`config.mk`:
```
export PLATFORM = sky130hd
export DESIGN_NAME = keccak_stream_padder
export DESIGN_NICKNAME = d
export VERILOG_FILES = /design/src/rtl/keccak_pkg.sv /design/src/rtl/keccak_stream_padder_lane_builder.sv /design/src/rtl/keccak_stream_padder.sv
export SDC_FILE = /design/constraint.sdc
export NUM_CORES = 1
export LEC_CHECK = 0
export CAP_MARGIN = 10
export CORE_MARGIN = 1.5
export CORE_UTILIZATION = 30
export DETAILED_ROUTE_END_ITERATION = 8
export PLACE_DENSITY = 0.58
export SYNTH_ARGS = -nofsm -noshare
export SYNTH_HDL_FRONTEND = slang
export SYNTH_HIERARCHICAL = 1
export SYNTH_SLANG_ARGS = --single-unit
```
`constraint.sdc`:
```
create_clock -name clk -period 2.5 [get_ports clk]
set_input_delay 0.375 -clock clk [delete_from_list [all_inputs] [get_ports clk]]
set_output_delay 0.375 -clock clk [all_outputs]
set_load 0.03 [all_outputs]
```
`src/rtl/keccak_pkg.sv`:
```
// Keccak shared definitions: domain separators, pad terminator and padder FSM state.
package keccak_pkg;

    localparam logic [7:0] DS_SHAKE      = 8'h1F;
    localparam logic [7:0] DS_SHA3       = 8'h06;
    localparam logic [7:0] PAD_TERM_BYTE = 8'h80;

    typedef enum logic {
        PAD_ABSORB,
        PAD_FILL
    } pad_state_t;

endpackage

```
`src/rtl/keccak_stream_padder_lane_builder.sv`:
```
// Combinational pad10*1 lane builder: keeps the top n bytes, places DS below them,
// clears the rest and optionally ORs the 0x80 terminator into lane 0.
module pad_lane_builder
    import keccak_pkg::*;
#(
    parameter int W  = 64,
    parameter int BW = $clog2(W / 8)
) (
    input  logic [W-1:0] data,
    input  logic [BW:0]  n,
    input  logic [7:0]   ds,
    input  logic         insert_ds,
    input  logic         insert_term,
    output logic [W-1:0] padded
);

    localparam int NB = W / 8;

    always_comb begin
        padded = '0;
        for (int i = 0; i < NB; i++) begin
            if (i + int'(n) >= NB) begin
                padded[8*i +: 8] = data[8*i +: 8];
            end else if (insert_ds && (i + int'(n) == NB - 1)) begin
                padded[8*i +: 8] = ds;
            end
        end
        if (insert_term) begin
            padded[7:0] = padded[7:0] | PAD_TERM_BYTE;
        end
    end

endmodule

```
`src/rtl/keccak_stream_padder.sv`:
```
// Streaming pad10*1 padder between message input and the Keccak absorb datapath.
// Optional PAD_MODE_SEL_EN adds mode_sha3 to choose DS per message.
module keccak_stream_padder
    import keccak_pkg::*;
#(
    parameter int         W          = 64,
    parameter int         RATE_WORDS = 17,
    parameter logic [7:0] DS_BYTE    = 8'h1F
) (
    input  logic                        clk,
    input  logic                        rst_n,
    input  logic [W-1:0]                in_data,
    input  logic                        in_valid,
    output logic                        in_ready,
    input  logic                        in_last,
    input  logic [$clog2(W/8):0]        in_bytes,
`ifdef PAD_MODE_SEL_EN
    input  logic                        mode_sha3,
`endif
    output logic [W-1:0]                out_data,
    output logic                        out_valid,
    input  logic                        out_ready,
    output logic                        out_block_end,
    output logic                        out_last_block
);

    localparam int              NB       = W / 8;
    localparam int              BW       = $clog2(NB);
    localparam int              CW       = $clog2(RATE_WORDS);
    localparam logic [BW:0]     FULL_N   = (BW + 1)'(NB);
    localparam logic [CW-1:0]   LAST_CNT = CW'(RATE_WORDS - 1);

    pad_state_t    state_q, state_d;
    logic [CW-1:0] word_cnt_q, word_cnt_d;
    logic          ds_done_q, ds_done_d;
    logic [W-1:0]  out_data_q, out_data_d;
    logic          out_valid_q, out_valid_d;
    logic          out_block_end_q, out_block_end_d;
    logic          out_last_block_q, out_last_block_d;

    logic          load;
    logic          accept;
    logic          at_end;
    logic          last_partial;
    logic [CW-1:0] cnt_next;
    logic [7:0]    ds_cur;

    logic [W-1:0]  b_data;
    logic [BW:0]   b_n;
    logic          b_ins_ds;
    logic          b_term;
    logic [W-1:0]  padded;

`ifdef PAD_MODE_SEL_EN
    logic [7:0]    ds_q, ds_d;
    logic          msg_start_q, msg_start_d;

    // The first beat of a message uses the live selection; later beats the latched one.
    assign ds_cur = msg_start_q ? (mode_sha3 ? DS_SHA3 : DS_SHAKE) : ds_q;
`else
    assign ds_cur = DS_BYTE;
`endif

    assign load         = !out_valid_q || out_ready;
    assign in_ready     = rst_n && (state_q == PAD_ABSORB) && load;
    assign accept       = in_valid && in_ready;
    assign at_end       = (word_cnt_q == LAST_CNT);
    assign cnt_next     = at_end ? '0 : word_cnt_q + 1'b1;
    assign last_partial = in_last && (in_bytes < FULL_N);

    always_comb begin
        b_data   = in_data;
        b_n      = in_last ? in_bytes : FULL_N;
        b_ins_ds = last_partial;
        b_term   = last_partial && at_end;
        if (state_q == PAD_FILL) begin
            b_data   = '0;
            b_n      = '0;
            b_ins_ds = !ds_done_q;
            b_term   = at_end;
        end
    end

    pad_lane_builder #(
        .W  (W),
        .BW (BW)
    ) u_lane_builder (
        .data        (b_data),
        .n           (b_n),
        .ds          (ds_cur),
        .insert_ds   (b_ins_ds),
        .insert_term (b_term),
        .padded      (padded)
    );

    always_comb begin
        state_d          = state_q;
        word_cnt_d       = word_cnt_q;
        ds_done_d        = ds_done_q;
        out_data_d       = out_data_q;
        out_valid_d      = out_valid_q;
        out_block_end_d  = out_block_end_q;
        out_last_block_d = out_last_block_q;
`ifdef PAD_MODE_SEL_EN
        ds_d             = ds_q;
        msg_start_d      = msg_start_q;
`endif
        if (load) begin
            out_valid_d = 1'b0;
            if (state_q == PAD_FILL) begin
                out_valid_d      = 1'b1;
                out_data_d       = padded;
                out_block_end_d  = at_end;
                out_last_block_d = 1'b1;
                word_cnt_d       = cnt_next;
                ds_done_d        = 1'b1;
                if (at_end) begin
                    state_d = PAD_ABSORB;
`ifdef PAD_MODE_SEL_EN
                    msg_start_d = 1'b1;
`endif
                end
            end else if (accept) begin
                out_valid_d      = 1'b1;
                out_data_d       = padded;
                out_block_end_d  = at_end;
                out_last_block_d = 1'b0;
                word_cnt_d       = cnt_next;
`ifdef PAD_MODE_SEL_EN
                ds_d        = ds_cur;
                msg_start_d = 1'b0;
`endif
                if (in_last) begin
                    // A full last word at block end pushes DS into a fresh block.
                    out_last_block_d = last_partial || !at_end;
                    if (last_partial && at_end) begin
`ifdef PAD_MODE_SEL_EN
                        msg_start_d = 1'b1;
`endif
                    end else begin
                        state_d   = PAD_FILL;
                        ds_done_d = last_partial;
                    end
                end
            end
        end
    end

    always_ff @(posedge clk or negedge rst_n) begin
        if (!rst_n) begin
            state_q          <= PAD_ABSORB;
            word_cnt_q       <= '0;
            ds_done_q        <= 1'b0;
            out_data_q       <= '0;
            out_valid_q      <= 1'b0;
            out_block_end_q  <= 1'b0;
            out_last_block_q <= 1'b0;
`ifdef PAD_MODE_SEL_EN
            ds_q             <= DS_SHAKE;
            msg_start_q      <= 1'b1;
`endif
        end else begin
            state_q          <= state_d;
            word_cnt_q       <= word_cnt_d;
            ds_done_q        <= ds_done_d;
            out_data_q       <= out_data_d;
            out_valid_q      <= out_valid_d;
            out_block_end_q  <= out_block_end_d;
            out_last_block_q <= out_last_block_d;
`ifdef PAD_MODE_SEL_EN
            ds_q             <= ds_d;
            msg_start_q      <= msg_start_d;
`endif
        end
    end

    assign out_data       = out_data_q;
    assign out_valid      = out_valid_q;
    assign out_block_end  = out_block_end_q;
    assign out_last_block = out_last_block_q;

endmodule

```
# Word-level counts from Yosys, hierarchy flattened
# Cells that the tools add are included.
# op_classes
reduce_logical	22
n_lt_le_gt_ge	9
eq_ne	10
bitwise_logic	1
mux	43
add_sub_neg	8
# ops
op	count
$eq A32 B4 Y1 const B	7
$ge A32 B5 Y1 const B	7
$mux W64	3
$mux W8	9
$mux W5	11
$add A3 B4 Y5 const A	4
$mux W1	18
$logic_and A1 B1 Y1	13
$add A2 B4 Y5 const A	2
$mux W4	2
$add A1 B4 Y5 const A	1
$add A5 B1 Y5 const B	1
$eq A5 B5 Y1 const B	1
$eq A4 B4 Y1 const B	1
$ge A4 B4 Y1 const B	1
$lt A4 B4 Y1 const B	1
$reduce_and A4 Y1	1
$reduce_bool A2 Y1	2
$logic_not A1 Y1	3
$logic_or A1 B1 Y1	2
$ne A2 B2 Y1 const B	1
$reduce_and A2 Y1	1
$not A1 Y1	1
# word_totals
register_bits	74
wordCells	100
out_inout_bits	68

# Logic depth before layout (Yosys ltp)
# Gate-level depths: netlist of the first run.
# depth
word_depth	9
ltp_mapped	10
depth_no_buf	9

# Modules after synthesis
# The synthesis of the first run kept the hierarchy.
# by_module_without_submodules
mod	n_inst	seq_area_each_um2	cells_per_inst	area_each_um2
keccak_stream_padder	1	1851.8	267	3727.3
pad_lane_builder	1	0.0	150	1062.3

# Worst setup path after synthesis of the first run
# No wires, ideal clock.
# synth_timing
path_kind	register to register
from	register state_q
to	register out_data_q[48], in the netlist out_data[48]
synth_period_minus_slack_ps	2483
path_stages_with_launch	10
required_ps	2375
t_arrival_ps	2357
setup_ps	125
setup_slack_ps	17
path_cell_list	dfrtp_1 > nor2b_1 > and2_1 > inv_1 > ha_1 > nor2b_1 > nor2_2 > nor4_4 > a22o_1 > mux2_4
# synth_via
elab_chain_len	8
word_cells_on_any_way	17
classes_between	add/sub: 1; order compare: 1; eq/ne: 1; mux: 7; bitwise: 1; reduce/logical: 6
# synth_lines
element	line_no	rtl
start: declaration	keccak_stream_padder.sv:33	pad_state_t state_q, state_d;
start signal: assignment	keccak_stream_padder.sv:163	state_q <= state_d;
$mux W4 *	keccak_stream_padder.sv:76	if (state_q == PAD_FILL) begin
named net b_n[2]	keccak_stream_padder.sv:49	logic [BW:0] b_n;
$add A3 B4 Y5 *	keccak_stream_padder_lane_builder.sv:22, keccak_stream_padder_lane_builder.sv:24	
branches (longest 3 deep; another with $ge A32 B5 Y1)	-	
$mux W8 *	keccak_stream_padder_lane_builder.sv:22	if (i + int'(n) >= NB) begin
named net padded[48]	keccak_stream_padder.sv:52	logic [W-1:0] padded;
$mux W64	keccak_stream_padder.sv:123	end else if (accept) begin
$mux W64 *	keccak_stream_padder.sv:110	if (state_q == PAD_FILL) begin
end signal: assignment	keccak_stream_padder.sv:166	out_data_q <= out_data_d;
end: declaration	keccak_stream_padder.sv:36	logic [W-1:0] out_data_q, out_data_d;
# Mark *: on every way through the listed nets, which the timed path passes. The select of a mux whose other input is x is not followed.
# A chain may end at the register's enable or synchronous reset.

# Final worst setup path of the first run
# layout_timing
from	register state_q
to	output port in_ready
# layout_via
elab_chain_len	3
# layout_lines
element	line_no	rtl
$not A1 Y1	keccak_stream_padder.sv:65	assign in_ready = rst_n && (state_q == PAD_ABSORB) && load;
$logic_and A1 B1 Y1 (2 in series)	keccak_stream_padder.sv:65	
end: declaration	keccak_stream_padder.sv:14	output logic in_ready,
# Every way passes these cells.

==> results of run 1 <==
==> metal layers <==
layer	GRT usage, %	wire length, um	vias up
li1	-	-	1781
met1	23.2	6520	1841
met2	27.4	6470	118
met3	4.46	907	16
met4	5.42	215	0
met5	0	0	-
==> cells in the mapped netlist (all sizes together) (2+ instances only) <==
cell type  instances  share of area [%]
mux2i              8                1.7
nand2b             4               0.52
nor3               2               0.42
buf               26                5.1
nor2b             68                8.9
nand4              2               0.26
o21ai             14                1.5
dfrtp             74                 39
conb               2               0.16
a31oi              2               0.26
and2               6               0.84
nor2               9               0.81
nand2             30                2.4
mux2              66                 21
clkbuf             4               0.31
xnor2              2               0.37
nor4b              2               0.99
ha                 7                1.8
nand3              4               0.42
and3               2               0.26
a22o              48                8.8
inv               14                1.1
nor4               2               0.71
a21oi              8               0.91
==> power groups by stage <==
stage	registers, uW	clock network, uW	logic [uW]
finish	1790	1300	3680
global placement	1800	0	3590
floorplan	2310	0	1970
CTS	1800	1330	3690
detailed placement	1800	0	3650
global route	1830	1380	3930
==> flip-flops by register name, indices dropped and copies added, names as in the netlist <==
name	cells
word_cnt_q	5
ds_done_q	1
out_valid	1
out_last_block	1
out_block_end	1
state_q	1
out_data	64
==> layout by cell type (no fill, tap or decap), types with 4 or more instances in the layout <==
cell type / netlist / routed
nor2b_1: 68 / 67
clkbuf_16: 0 / 9
nor2_1: 7 / 6
o21ai_1: 4 / 4
conb_1: 2 / 8
o21ai_0: 9 / 9
a21oi_1: 7 / 6
a22o_1: 48 / 48
buf_4: 1 / 34
ha_1: 7 / 7
mux2i_1: 8 / 8
inv_1: 14 / 14
nand3_1: 4 / 4
dfrtp_1: 74 / 73
mux2_4: 65 / 65
clkdlybuf4s50_1: 0 / 138
nand2b_1: 4 / 4
and2_1: 5 / 5
nand2_1: 30 / 30
==> worst max-delay path: stages (launching register included) <==
cell             delay [ps]
dfrtp_2                 430
buf_4                   250
nor2_1                  160
and2_1                  150
clkdlybuf4s50_1         670
==> through the flow <==
stage	util (%)	setup TNS (ps)	power, uW
final	43.6	0	6770
after global routing	43.6	0	7150
after CTS	43.6	0	6810
after detailed placement	41.6	-18450	5450
after global placement	41.6	-16390	5390
after floorplan	-	0	4280
==> path summary, 6_finish.rpt <==
path                         startpoint           end  slack (ps)  cells past startpoint
max                             state_q      in_ready         120                      4
min                               rst_n       state_q         400                      2
max in group asynchronous         rst_n  out_data[39]        1270                      3
min reg2reg                out_data[31]  out_data[31]         510                      1
min in group clk           out_data[31]  out_data[31]         510                      1
max reg2reg                     state_q  out_data[58]         190                      8
==> what timing repair did <==
action | CTS | global route
hold buffers | 1 | 0
hold endpoints to repair | 3 | 0
resized for setup | 5 | 0
endpoints found under the setup margin | 29 | 0
==> logic make-up after synthesis <==
| family | count (synthesis) | synth area share, % |
|---|---|---|
| fa+ha+maj | 7 | 1.83 |
| compound gates | 79 | 13.0 |
| other cells | 2 | 0.157 |
| flops | 74 | 38.7 |
| buf+inv | 44 | 6.48 |
| simple gates | 135 | 17.2 |
| mux | 74 | 22.3 |
| xor+xnor | 2 | 0.366 |
==> layout make-up <==
| class | count | area share (%) |
|---|---|---|
| inverter | 14 | 0.767 |
| tap | 216 | 3.94 |
| sequential | 74 | 27.0 |
| multi-input combinational | 305 | 39.0 |
| clock inverter | 3 | 0.584 |
| clock buffer | 13 | 3.65 |
| timing repair buffer | 177 | 25.0 |
==> results.md, run 1 <==
* Detailed placement HPWL at 10.0 mm
* Rows at 46
* Vias post-DR at 3756
* H-tree depth at 3
* Area of the multi-input gates at 2670 sq um
* Placed Cells incl. Taps at 785
* Drt first pass iters at 4
* Initial antenna violation count at 0
* Ys async rst share at 100%
* Worst VDD drop at 0.352 mV
* Reg power frac at 26.4%
* Port bufs at 140
* DRC Markers at 0
* Final instance area at 6860 sq um
* PnR worst setup slack at 124 ps
* Fillers at 1458
* Total Routing Usage GR at 17.3%
* Largest net degree at the start of global routing at 48
* Slew @ Worst Pin at 703 ps
* Period utilisation layout at 95.0%
* Die height at 129 um
* Post-Route WL at 14.1 mm
* Status: finished, final reports clean
* Detail Route Antenna Nets at 0
* Sw power at 2680 uW
* Initial DRC Count at 227
* Core ar. at 15700 sq um
* Final-stage net count at 661
* Worst Clk Skew at 11.3 ps
* PwrDens at 987 nW/um^2
* ANT cells at 0
* Final Non-Filler Cells at 802
* Ys flop type: dfrtp_1
* Total CTS buffers at 9
* Initial core utilization at 30.5%
* Pleak at 0.00296 uW
* Synth cell types at 47
* Fmax achieved at 0.421 GHz
* Total die area at 16700 sq um
* Place WS at -422 ps
* Yosys warnings at 6
* CTS Buffer Depth at 2
* Setup CP Type: reg -> out
* Via density at 4.68
* Clock Sinks at 74
* Post-Syn Area at 4790 sq um
* Worst-path fanout max at 29
* Synthesized area per cell at 11.5 sq um
* Internal power at 4090 uW
* Setup crit end kind: output pin
* DP Area at 6540 sq um
* Clk pwr share at 19.2%
* Flops & latches, synth at 74
* Die X at 129 um
* Startpoint types: register
* Critical path data arrival time at 2000 ps
* Root buffer cell: clkbuf_16
* RSZ-0062 raised after global routing: no
* Final setup vio count at 0
* Area Overhead vs Synth at 43.1%
* Period minus WS final at 2380 ps
* Hold Crit Class: in -> async
* Clk Latency, worst-skew pair at 340 ps
* Layout cell share with drive strength beyond 1 at 22.9%
* GP Congestion at 0.789
* Total grt overflow at 0
* Clk slew on worst S/H paths at 60 ps
* First-pass GRT wire length at 21.7 mm
* Combinational Power Share at 54.3%
* Register area share after synthesis at 38.7%
* Vias in the first global route at 3921
* Final Max Tran Viols at 0
* Max Cap Viol at 0
* Final Hold Viols at 0
* Sw Share at 39.6%
* Worst hold slack at 397 ps
* Number of top-level pins at 141
* Reg area at 1850 sq um
* Crit path required time at 2120 ps
* Mapped Cells at 417
* Max transition margin at 53.1%
* CTS tree: built
* Routed WL per cell at 17.6 um
* Post-synth EDFFs at 0
* Post-CTS Setup Inserts at 0
Power figures use the tool's default switching activity.
==> run 2, diff against run 1 <==
--- a/config.mk
+++ b/config.mk
@@ -7,9 +7,9 @@
 export LEC_CHECK = 0
 export CAP_MARGIN = 10
 export CORE_MARGIN = 1.5
-export CORE_UTILIZATION = 30
+export CORE_UTILIZATION = 44
 export DETAILED_ROUTE_END_ITERATION = 8
-export PLACE_DENSITY = 0.58
+export PLACE_DENSITY = 0.79
 export SYNTH_ARGS = -nofsm -noshare
 export SYNTH_HDL_FRONTEND = slang
 export SYNTH_HIERARCHICAL = 1
==> run 2 against run 1 <==
Net effect: routed wire length decreased by 9.5%; worst setup slack worse by 9.9 ps; non-clock buffer count rose by 1; combinational power shrank 1%; register-to-register slack better by 40 ps; sequential power about the same; via count did not move; highest routed layer unchanged.
==> results.md, run 2 (same netlist as run 1, synthesis figures left out) <==
* Die X at 107 um (-17%)
* Status: finished, final reports clean
* Clock Sinks at 74 (unchanged)
* Max Cap Viol at 0 (unchanged)
* Layout cell share with drive strength beyond 1 at 23.9% (+0.98 points)
* H-tree depth at 3 (unchanged)
* Total Routing Usage GR at 22.8% (+5.5 points)
* Final core area utilization at 63.8% (+20 points)
* Setup CP Type: in -> reg
* Most common cell after layout, fill and taps aside: clkdlybuf4s50_1
* Initial DRC Count at 126 (-44%)
* DRC Markers at 0 (unchanged)
* CTS Buffer Depth at 2 (unchanged)
* Detailed placement HPWL at 8.93 mm (-11%)
* Largest register FFs at 64 (unchanged)
* Die height at 107 um (-17%)
* CTS tree: built
* Final Hold Viols at 0 (unchanged)
* Post-CTS Setup Inserts at 0 (unchanged)
* Port bufs at 140 (unchanged)
* Worst-path fanout max at 7 (-76%)
* Via density at 5.20 (+11%)
* Pleak at 0.00292 uW (-1.3%)
* Hold Crit Class: in -> async
* PwrDens at 951 nW/um^2 (-3.6%)
* First-pass GRT wire length at 20.1 mm (-7.3%)
* GP Congestion at 0.841 (+6.5%)
* Final-stage net count at 662 (+0.15%)
* Routed WL per cell at 17.7 um (+0.42%)
* Startpoint types: primary input
* Total CTS buffers at 9 (unchanged)
* Largest net degree at the start of global routing at 75 (+56%)
* Initial antenna violation count at 0 (unchanged)
* Area of the multi-input gates at 2690 sq um (+0.66%)
* Clk slew on worst S/H paths at 90 ps (+30 ps)
* Max transition margin at 38.9% (-14 points)
* RSZ-0062 raised after global routing: no
* Root buffer cell: clkbuf_8
* Fillers at 866 (-41%)
* Most frequent cells in the layout: clkdlybuf4s50_1 (139), dfrtp_1 (73), nor2b_1 (67)
* Fmax achieved at 0.419 GHz (-0.41%)
* Vias post-DR at 3756 (unchanged)
* Worst Clk Skew at 15.1 ps (+3.78 ps)
* Final setup vio count at 0 (unchanged)
* Total grt overflow at 0 (unchanged)
* Detail Route Antenna Nets at 0 (unchanged)
* Final Max Tran Viols at 0 (unchanged)
* Clk Latency, worst-skew pair at 360 ps (+20 ps)
* Reg area at 1850 sq um (unchanged)
* Drt first pass iters at 4 (unchanged)
* Area Overhead vs Synth at 39.3%
* Initial core utilization at 45.8% (+15 points)
* Crit path required time at 2730 ps (+610 ps)
* Number of top-level pins at 141 (unchanged)
* Total die area at 11500 sq um (-31%)
* Setup crit end kind: register
* Period minus WS final at 2390 ps (+9.90 ps)
* Worst VDD drop at 0.594 mV (+69%)
* Slew @ Worst Pin at 917 ps (+214 ps)
* DP Area at 6430 sq um (-1.6%)
* Period utilisation layout at 95.4% (+0.40 points)
* Vias in the first global route at 3862 (-1.5%)
* Worst hold slack at 341 ps (-55.8 ps)
* Rows at 37 (-20%)
* Critical path data arrival time at 2620 ps (+620 ps)
* Core ar. at 10500 sq um (-33%)
* Post-Route WL at 12.8 mm (-9.5%)
* Final instance area at 6670 sq um (-2.7%)
* ANT cells at 0 (unchanged)
==> run 2: routing by layer <==
layer  part of all wire (%)  track usage (%)  vias to the layer above
met5                      0                0                        -
met4                    1.6             7.89                        0
met3                    5.6             3.57                       14
met2                     48             37.8                      124
met1                     45             30.3                     1834
li1                       -                -                     1784
==> run 2: repair_timing <==
item                       4_1_cts  5_1_grt
gates resized for setup          1        7
pin swaps                        0        1
setup endpoints to repair        1       27
hold buffers                     1        0
hold endpoints to repair         1        0
==> run 2: layout make-up <==
class	instances	share of cell area [%]
clock buffer	9	1.86
multi-input combinational	305	40.3
sequential	74	27.8
timing repair buffer	178	25.7
inverter	14	0.788
clock inverter	7	1.05
tap	136	2.55
==> run 2: final timing paths <==
| kind | end | cells after the start | startpoint | slack (ps) |
|---|---|---|---|---|
| setup / recovery | out_data[20] | 11 | in_last | 110 |
| hold / removal | out_valid | 2 | rst_n | 340 |
| setup reg to reg | out_data[53] | 9 | state_q | 230 |
| hold reg to reg | out_data[56] | 1 | out_data[56] | 510 |
| max in group asynchronous | state_q | 3 | rst_n | 1030 |
| min in group clk | out_data[56] | 1 | out_data[56] | 510 |
==> run 2: critical path: stages <==
cell and delay (ps):
clkdlybuf4s50_1 430, nor2b_4 150, and2_1 160, buf_4 150, ha_1 240, and2_1 200, a21oi_2 240, nor4b_4 80
buf_4 170, a22o_1 180, mux2_4 250
==> run 2: power breakdown <==
part | internal (uW) | total, uW | switching, uW
logic | 1730 | 3640 | 1910
registers | 1540 | 1780 | 244
clock network | 459 | 923 | 464
==> run 2: through the flow <==
stage	cells	setup TNS, ps	setup slack (ps)	total power (uW)
2_1_floorplan	423	0	17.4	4280
3_3_place_gp	706	-9870	-236	5280
3_5_place_dp	706	-14930	-380	5370
4_1_cts	723	0	0.145	6330
5_1_grt	723	0	10.6	6700
6_report	723	0	114	6350
